### src/rtl/clk_div_pkg.sv
// Shared constants and types for the multi-channel clock divider.
package clk_div_pkg;

  localparam int unsigned CLK_DIV_CNT_W        = 32;
  localparam int unsigned CLK_DIV_DEFAULT_HALF = 150000000;
  // Wide enough to hold any channel index up to and including NUM_CH = 16.
  localparam int unsigned CLK_DIV_CH_IDX_W     = 5;

  typedef logic [CLK_DIV_CNT_W-1:0] half_t;

  typedef struct packed {
    logic [CLK_DIV_CH_IDX_W-1:0] ch;
    half_t                       half;
  } load_req_t;

endpackage

### src/rtl/clk_div_channel.sv
// One divider channel: half-period counter, active/shadow divisor, square wave and TC strobe.
// A shadow divisor is only copied to the active divisor at a period boundary or while idle.
module clk_div_channel
  import clk_div_pkg::*;
#(
  parameter int unsigned      CNT_W        = CLK_DIV_CNT_W,
  parameter logic [CNT_W-1:0] DEFAULT_HALF = CNT_W'(CLK_DIV_DEFAULT_HALF)
) (
  input  logic             clk,
  input  logic             reset,
  input  logic             en,
  input  logic             restart,
  input  logic             load_we,
  input  logic [CNT_W-1:0] load_half,
  output logic             pending,
  output logic             clk_out,
  output logic             tick
);

  logic [CNT_W-1:0] cnt_q, cnt_d;
  logic [CNT_W-1:0] half_q, half_d;
  logic [CNT_W-1:0] shadow_q, shadow_d;
  logic             pending_q, pending_d;
  logic             clk_out_q, clk_out_d;
  logic             tick_q, tick_d;
  logic             tc;
  logic             apply;

  assign tc = (cnt_q == half_q - CNT_W'(1));

  always_comb begin
    cnt_d     = cnt_q;
    half_d    = half_q;
    shadow_d  = shadow_q;
    pending_d = pending_q;
    clk_out_d = clk_out_q;
    tick_d    = 1'b0;
    apply     = 1'b0;

    if (restart || !en) begin
      cnt_d     = '0;
      clk_out_d = 1'b0;
      apply     = 1'b1;
    end else if (tc) begin
      cnt_d     = '0;
      clk_out_d = ~clk_out_q;
      tick_d    = 1'b1;
      apply     = 1'b1;
    end else begin
      cnt_d = cnt_q + CNT_W'(1);
    end

    if (apply && pending_q) begin
      half_d    = shadow_q;
      pending_d = 1'b0;
    end

    // Only accepted while nothing is pending, so it never collides with the apply above.
    if (load_we) begin
      shadow_d  = (load_half == '0) ? CNT_W'(1) : load_half;
      pending_d = 1'b1;
    end
  end

  always_ff @(posedge clk) begin
    if (reset) begin
      cnt_q     <= '0;
      half_q    <= DEFAULT_HALF;
      shadow_q  <= DEFAULT_HALF;
      pending_q <= 1'b0;
      clk_out_q <= 1'b0;
      tick_q    <= 1'b0;
    end else begin
      cnt_q     <= cnt_d;
      half_q    <= half_d;
      shadow_q  <= shadow_d;
      pending_q <= pending_d;
      clk_out_q <= clk_out_d;
      tick_q    <= tick_d;
    end
  end

  assign pending = pending_q;
  assign clk_out = clk_out_q;
  assign tick    = tick_q;

endmodule

### src/rtl/clk_div_multi.sv
// Multi-channel programmable clock divider: shared load port decode plus NUM_CH channels.
// Define CLK_DIV_SYNC_EN to add the sync_restart input that phase-aligns all channels.
module clk_div_multi
  import clk_div_pkg::*;
#(
  parameter int unsigned      NUM_CH       = 4,
  parameter int unsigned      CNT_W        = CLK_DIV_CNT_W,
  parameter logic [CNT_W-1:0] DEFAULT_HALF = CNT_W'(CLK_DIV_DEFAULT_HALF),
  localparam int unsigned     CH_W         = (NUM_CH > 1) ? $clog2(NUM_CH) : 1
) (
  input  logic              clk,
  input  logic              reset,
  input  logic [NUM_CH-1:0] en,
  input  logic              load_valid,
  input  logic [CH_W-1:0]   load_ch,
  input  logic [CNT_W-1:0]  load_half,
`ifdef CLK_DIV_SYNC_EN
  input  logic              sync_restart,
`endif
  output logic              load_ready,
  output logic [NUM_CH-1:0] clk_out,
  output logic [NUM_CH-1:0] tick
);

  logic [CLK_DIV_CH_IDX_W-1:0] ch_idx;
  logic                        ch_ok;
  logic                        sel_pending;
  logic [NUM_CH-1:0]           pending;
  logic [NUM_CH-1:0]           load_we;
  logic                        restart;

`ifdef CLK_DIV_SYNC_EN
  assign restart = sync_restart;
`else
  assign restart = 1'b0;
`endif

  assign ch_idx = CLK_DIV_CH_IDX_W'(load_ch);
  assign ch_ok  = (ch_idx < CLK_DIV_CH_IDX_W'(NUM_CH));

  always_comb begin
    sel_pending = 1'b0;
    for (int unsigned i = 0; i < NUM_CH; i++) begin
      if (ch_idx == CLK_DIV_CH_IDX_W'(i)) begin
        sel_pending = pending[i];
      end
    end
  end

  // Out-of-range channel indices are never ready, so they can never transfer.
  assign load_ready = ch_ok && !sel_pending;

  for (genvar g = 0; g < NUM_CH; g++) begin : gen_ch
    assign load_we[g] = load_valid && load_ready && (ch_idx == CLK_DIV_CH_IDX_W'(g));

    clk_div_channel #(
      .CNT_W        (CNT_W),
      .DEFAULT_HALF (DEFAULT_HALF)
    ) u_ch (
      .clk       (clk),
      .reset     (reset),
      .en        (en[g]),
      .restart   (restart),
      .load_we   (load_we[g]),
      .load_half (load_half),
      .pending   (pending[g]),
      .clk_out   (clk_out[g]),
      .tick      (tick[g])
    );
  end

endmodule

### config.mk
export PLATFORM = sky130hd
export DESIGN_NAME = clk_div_multi
export DESIGN_NICKNAME = d
export VERILOG_FILES = /design/src/rtl/clk_div_pkg.sv /design/src/rtl/clk_div_channel.sv /design/src/rtl/clk_div_multi.sv
export SDC_FILE = /design/constraint.sdc
export NUM_CORES = 1
export LEC_CHECK = 0
export CAP_MARGIN = 20
export CORE_MARGIN = 2
export CORE_UTILIZATION = 35
export DETAILED_ROUTE_END_ITERATION = 8
export GPL_TIMING_DRIVEN = 0
export PLACE_DENSITY = 0.63
export SYNTH_ARGS = -nofsm -noshare
export SYNTH_HDL_FRONTEND = slang
export SYNTH_SLANG_ARGS = --single-unit
### constraint.sdc
create_clock -name clk -period 3.5 [get_ports clk]
set_input_delay 0.525 -clock clk [delete_from_list [all_inputs] [get_ports clk]]
set_output_delay 0.525 -clock clk [all_outputs]
set_load 0.01 [all_outputs]
==> qor.txt, run 1 <==
Starting DRT DRC Count -> 1977
CP top delay family -> buffers and inverters
worst hold endpoint -> gen_ch[3].u_ch.shadow_q[19]$_SDFFE_PP0P_
CP Cell Sequence -> clkbuf_1 -> clkbuf_1 -> mux2_2 -> o21ai_0 -> clkdlybuf4s50_1
endpoints failing setup -> 0
drt wl/cell -> 18.14 um
DRC violations left -> 0
Antenna diodes -> 0
clock latency at the later pin of the worst-skew pair -> 0.61 ns
pin count of the biggest net entering global routing -> 14
fin crit period -> 3.393 ns
worst IR drop on VDD -> 315.0 uV
Post-Route M1 WL -> 32610 um
final hold vios -> 0
syn nets -> 2945
fmax -> 0.2947 GHz
CP Capture Type -> output pin
DRT antenna net count -> 0
Ports -> 50
die area -> 66470 sq um
ys flop type -> dfxtp_1
initial core utilization -> 35.17%
WL met3 -> 5777 um
H-Tree Depth -> 2
Buf/Inv on CP -> 3
first-pass GRT wire length -> 110500 um
final max-slew violation count -> 0
WS Path Type -> reg -> out
DP Wirelength -> 50810 um
Longest Clk Path Bufs -> 3
fin crit share -> 96.95%
Post-DP Area -> 24080 sq um
worst hold path class -> reg -> reg
gpl congestion -> 0.9022
Core Rows -> 93
mapped cell area -> 22550 sq um
r2r worst-path depth -> 10
Most Frequent Cell on Critical Path -> clkbuf_1
top layer in use -> met4
Synth top area share -> 35.16%
via count -> 21420
met2 WL post-DR -> 30420 um
CTS tree -> built
aggregate global routing overflow -> 0
fin util -> 41.18%
Mapped Avg Cell Area -> 7.785 sq um
die height -> 257.8 um
Max FO, Critical Path -> 10
Slew headroom -> 44.43%
main area contributors after synthesis -> dfxtp_1, nand2_1, xnor2_1
hold path depth -> 2
clk sinks -> 396
critical path's slowest cell -> clkdlybuf4s50_1
Netlist cell types -> 78
Routed Wire Length -> 70620 um
slowest stage delay, CP -> 0.64 ns
Yosys warnings -> 0
Layout Nets -> 3055
Synth async-reset ratio -> 0%
P_leak -> 8.435 nW
vias in the first global route -> 19750
biggest area consumer among synthesized cells -> dfxtp_1
core area -> 64120 sq um
initial antenna violation count -> 0
r2r setup slk -> 0.14 ns
Die W -> 257.8 um
fillcell total -> 6507
WP data arrival -> 2.87 ns
Final Skew -> 0.03284 ns
CTS root buffer -> clkbuf_16
hold_sp -> gen_ch[3].u_ch.shadow_q[19]$_SDFFE_PP0P_
CP Launch Type -> flop
post-route cell area -> 26400 sq um
Commonest cells post-synth -> nand2_1, dfxtp_1, nor2_1
vias per cell -> 5.501
TritonCTS Buffers -> 45
r2r endpoint -> gen_ch[0].u_ch.half_q[26]$_SDFFE_PP0P_
max cap viols -> 0
Yosys reg bits -> 396
drt pass-1 iters -> 6
power density over the cells -> 388.8 nW/um^2
CTS hold repair buffers -> 0
number of enable flip-flop cells after synthesis -> 0
Area growth syn-to-layout -> 17.10%
most common cell in the netlist -> nand2_1
worst slew pin tran -> 0.8336 ns
ratio of cells with drive above 1 in the final layout -> 7.601%
gr usage total -> 20.57%
register area share after synthesis -> 35.16%
PortBufs -> 46
cell count after synthesis -> 2896
Worst-path clk slew -> 0.06 ns
Critical Path RT -> 2.97 ns
worst reg2reg startpoint -> gen_ch[0].u_ch.half_q[8]$_SDFFE_PP1P_
status -> complete, no violations
[worst max path at each step]
stage                                            from  cells after the start  slack [ns]                                endpoint
2_1_floorplan  gen_ch[2].u_ch.half_q[22]$_SDFFE_PP1P_                     10        0.06  gen_ch[2].u_ch.half_q[10]$_SDFFE_PP0P_
3_3_place_gp    gen_ch[0].u_ch.half_q[8]$_SDFFE_PP1P_                     12       -1.07  gen_ch[0].u_ch.half_q[25]$_SDFFE_PP0P_
3_5_place_dp    gen_ch[0].u_ch.half_q[2]$_SDFFE_PP0P_                     13       -0.86  gen_ch[0].u_ch.half_q[26]$_SDFFE_PP0P_
4_1_cts        gen_ch[2].u_ch.half_q[22]$_SDFFE_PP1P_                     11      0.0002  gen_ch[2].u_ch.half_q[13]$_SDFFE_PP0P_
5_1_grt         gen_ch[2].u_ch.half_q[2]$_SDFFE_PP0P_                     11       -0.02   gen_ch[2].u_ch.half_q[9]$_SDFFE_PP0P_
6_report          gen_ch[1].u_ch.pending$_SDFFE_PP0P_                      5        0.11                              load_ready
[per-layer routing]
metal	global-route usage [%]	vias up
met3	3.828	122
li1	-	10437
met2	31.32	763
met1	29.35	10098
met5	0	-
met4	6.262	0
[tightest hold or removal path, delay by kind of cell, from the launching register on]
family | cells | cell delay (ns)
AND/OR/NAND/NOR | 1 | 0.05
flip-flops | 1 | 0.31
AO/OA/AOI/OAI | 1 | 0.05
[layout make-up]
| cell class | count | area (sq um) | area share [%] |
|---|---|---|---|
| plain buffers | 207 | 980.9 | 3.715 |
| clock buffers | 66 | 1305 | 4.943 |
| clock inverters | 14 | 230.2 | 0.8720 |
| inverters | 36 | 135.1 | 0.5118 |
| multi-input cells | 2242 | 14020 | 53.09 |
| flip-flops and latches | 396 | 7934 | 30.05 |
| well taps | 855 | 1070 | 4.052 |
| repair buffers | 78 | 730.7 | 2.768 |
[layout by cell type (no fill, tap or decap), drive strengths merged, types with 56 or more instances in the layout]
master,synthesis,layout
mux2i,58,58
a21oi,143,143
xor2,115,115
nand2b,66,66
nor3,133,133
nor4,56,56
nor3b,72,72
buf,40,70
dfxtp,396,396
clkbuf,182,234
a31oi,58,58
xnor2,157,157
nand3b,111,111
nand3,122,122
nor2,291,291
nand2,399,399
[sequential cells by signal (all words and copies together), names as in the netlist]
register              cells
gen_ch.u_ch.tick          4
gen_ch.u_ch.shadow_q    128
gen_ch.u_ch.cnt_q       128
gen_ch.u_ch.clk_out       4
gen_ch.u_ch.half_q      128
gen_ch.u_ch.pending       4
[through the flow]
| stage | hold slack (ns) | setup slack (ns) | cells | total power, mW | setup TNS (ns) |
|---|---|---|---|---|---|
| 4_1_cts | 0.4321 | 0.0001732 | 3888 | 10.34 | 0 |
| 5_1_grt | 0.4736 | -0.02331 | 3894 | 10.58 | -0.1494 |
| 3_5_place_dp | 0.4495 | -0.8607 | 3798 | 5.334 | -155.30 |
| 6_report | 0.4572 | 0.1069 | 3894 | 10.27 | 0 |
| 3_3_place_gp | 0.4467 | -1.069 | 3797 | 5.329 | -163.76 |
| 2_1_floorplan | 0.4360 | 0.06050 | 2896 | 5.061 | 0 |
[where the power goes]
group | internal (mW) | total [mW] | switching [mW]
clock | 2.96 | 4.99 | 2.03
combinational | 0.200 | 0.625 | 0.425
sequential | 4.58 | 4.65 | 0.0658
total | 7.74 | 10.3 | 2.52
[kinds of logic (layout without fill, tap and decap cells)]
kind of cell	after synthesis	in the layout	synth area share, %
AOI/OAI and AO/OA	440	440	12.98
xor gates and xnor gates	276	276	10.97
adders and majority gates	8	8	0.4440
buffers and inverters	258	401	4.661
DFF	396	396	35.16
muxes	60	60	2.675
and+or+nand+nor	1458	1458	33.11
[repair_timing]
action                                  4_1_cts  5_1_grt
gates cloned                                  1        0
endpoints found under the setup margin      266      260
hold endpoints to repair                      0        0
pin swaps                                    10       18
resized for setup                            77       75
setup buffers                                15       15
Power figures use the tool's default switching activity.
==> inputs of run 2 (changes only) <==
- REMOVE_ABC_BUFFERS: unset -> 1
==> run 2 against run 1 <==
- register-to-register slack got worse by 0.08 ns
- clock skew fell by 0.010 ns
- worst setup slack got worse by 0.045 ns
- final area barely moved
- clock power rose by 1%
- sequential power barely moved
- sequential cell count did not move
- critical path type is now reg -> reg
- largest cell class unchanged
- largest power group unchanged
- highest routed layer unchanged
==> qor.txt, run 2 (same netlist as run 1, synthesis figures left out) <==
status -> complete, no violations
H-Tree Depth -> 2
Area growth syn-to-layout -> 16.99%
final max-slew violation count -> 0
DRC violations left -> 0
Top Registers -> gen_ch.u_ch.cnt_q: 128 flops, gen_ch.u_ch.half_q: 128 flops, gen_ch.u_ch.shadow_q: 128 flops
DRT antenna net count -> 0
fin crit period -> 3.438 ns
commonest non-fill, non-tap cell in the layout -> nand2_1
gr usage total -> 18.80%
fillcell total -> 6483
Routed Wire Length -> 64320 um
CP Launch Type -> flop
first-pass GRT wire length -> 102900 um
clk sinks -> 396
final hold vios -> 0
Die W -> 257.8 um
via count -> 20473
fin crit share -> 98.22%
drt pass-1 iters -> 5
PortBufs -> 49
TritonCTS Buffers -> 44
ratio of cells with drive above 1 in the final layout -> 8.893%
CTS root buffer -> clkbuf_16
hold slack -> 0.3211 ns
core area -> 64120 sq um
slowest stage delay, CP -> 0.57 ns
CP Capture Type -> flop
CP Cell Sequence -> or4_4 -> or4b_4 -> or3b_4 -> o21ai_4 -> nand4_1 -> nor4_4 -> buf_8 -> buf_12 -> and2_4 -> buf_12 -> buf_16 -> a211oi_1
worst setup margin -> 0.06218 ns
gpl congestion -> 0.9077
max cap viols -> 0
Core Rows -> 93
worst IR drop on VDD -> 345.6 uV
aggregate global routing overflow -> 0
Buf/Inv on CP -> 4
P_leak -> 8.447 nW
Ports -> 50
vias per cell -> 5.465
Layout Nets -> 2904
Final Skew -> 0.02258 ns
WS Path Type -> reg -> reg
power density over the cells -> 390.0 nW/um^2
initial antenna violation count -> 0
worst hold path class -> in -> reg
Critical Path RT -> 3.98 ns
placed cells -> 3607
Max FO, Critical Path -> 20
Reg area -> 7951 sq um
Worst-path clk slew -> 0.06 ns
die area -> 66470 sq um
critical path's slowest cell -> or4_4
post-route cell area -> 26380 sq um
die height -> 257.8 um
Longest Clk Path Bufs -> 3
Slew headroom -> 35.05%
CTS tree -> built
most frequent cells in the layout -> nand2_1, dfxtp_1, nor2_1, xnor2_1, a21oi_1
Post-Layout Cell Count -> 3746
pin count of the biggest net entering global routing -> 148
drt wl/cell -> 17.17 um
Multi-input gate area -> 14130 sq um
WP data arrival -> 3.92 ns
worst slew pin tran -> 0.9742 ns
endpoints failing setup -> 0
initial core utilization -> 35.17%
Post-Place Worst Slack -> -1.428 ns
clock latency at the later pin of the worst-skew pair -> 0.60 ns
CTS hold repair buffers -> 0
Starting DRT DRC Count -> 1660
CP top delay family -> simple AND/OR/NAND/NOR gates
DP Wirelength -> 42100 um
fmax -> 0.2909 GHz
Most Frequent Cell on Critical Path -> buf_12
Setup TNS -> 0 ns
vias in the first global route -> 18651
Post-DP Area -> 23830 sq um
run 2: cell count changes in the layout (fill, tap and decap cells not counted), sizes merged, moves of 2 or more:
cell	before	now
clkbuf	234	63
clkinv	5	7
and2	14	16
bufinv	5	7
buf	70	86
run 2: worst reg2reg max path: cells and delay by family (launching register included):
family,cells,cell delay (ns)
AO/OA/AOI/OAI,2,0.26
AND/OR/NAND/NOR,6,2.13
buffers and inverters,4,0.55
flip-flops,1,0.37
run 2: worst paths after layout:
check | startpoint | end | slack [ns] | cells after the start
worst max-delay path | gen_ch[1].u_ch.half_q[15]$_SDFFE_PP1P_ | gen_ch[1].u_ch.half_q[12]$_SDFFE_PP1P_ | 0.06 | 12
worst min-delay path | reset | gen_ch[3].u_ch.shadow_q[4]$_SDFFE_PP0P_ | 0.32 | 2
worst max register to register | gen_ch[1].u_ch.half_q[15]$_SDFFE_PP1P_ | gen_ch[1].u_ch.half_q[12]$_SDFFE_PP1P_ | 0.06 | 12
worst min register to register | gen_ch[2].u_ch.shadow_q[19]$_SDFFE_PP0P_ | gen_ch[2].u_ch.shadow_q[19]$_SDFFE_PP0P_ | 0.45 | 2
run 2: metal layers:
layer | share of wire [%] | track usage (%) | routed length [um] | vias up
li1 | - | - | - | 10162
met1 | 47 | 26.50 | 30300 | 9785
met2 | 45 | 29.97 | 29150 | 445
met3 | 5.9 | 2.846 | 3798 | 81
met4 | 1.7 | 4.737 | 1074 | 0
met5 | 0 | 0 | 0 | -
run 2: cell type report:
| class | count | area share (%) |
|---|---|---|
| multi-input cells | 2245 | 53.55 |
| flip-flops and latches | 396 | 30.14 |
| inverters | 36 | 0.5123 |
| clock buffers | 63 | 4.786 |
| clock inverters | 18 | 1.138 |
| repair buffers | 132 | 5.801 |
| well taps | 855 | 4.056 |
| diodes | 1 | 0.009487 |
run 2: what timing repair did:
item	in CTS	in global routing
setup buffers	24	29
setup endpoints to repair	267	260
gates resized for setup	56	47
pin swaps	12	24
cloned	4	0
run 2: power breakdown:
| part | leakage [nW] | switching (mW) | total [mW] | internal (mW) |
|---|---|---|---|---|
| Combinational | 4.48 | 0.364 | 0.577 | 0.212 |
| Sequential | 3.21 | 0.0819 | 4.66 | 4.58 |
| Clock | 0.763 | 2.01 | 5.05 | 3.04 |
| Total | 8.45 | 2.46 | 10.3 | 7.83 |
run 2: per-stage QoR:
step	power (mW)	util [%]
finish	10.29	41.14
global route	10.62	41.14
CTS	10.38	40.46
detailed placement	5.313	37.16
global placement	5.304	36.17
floorplan	4.972	-
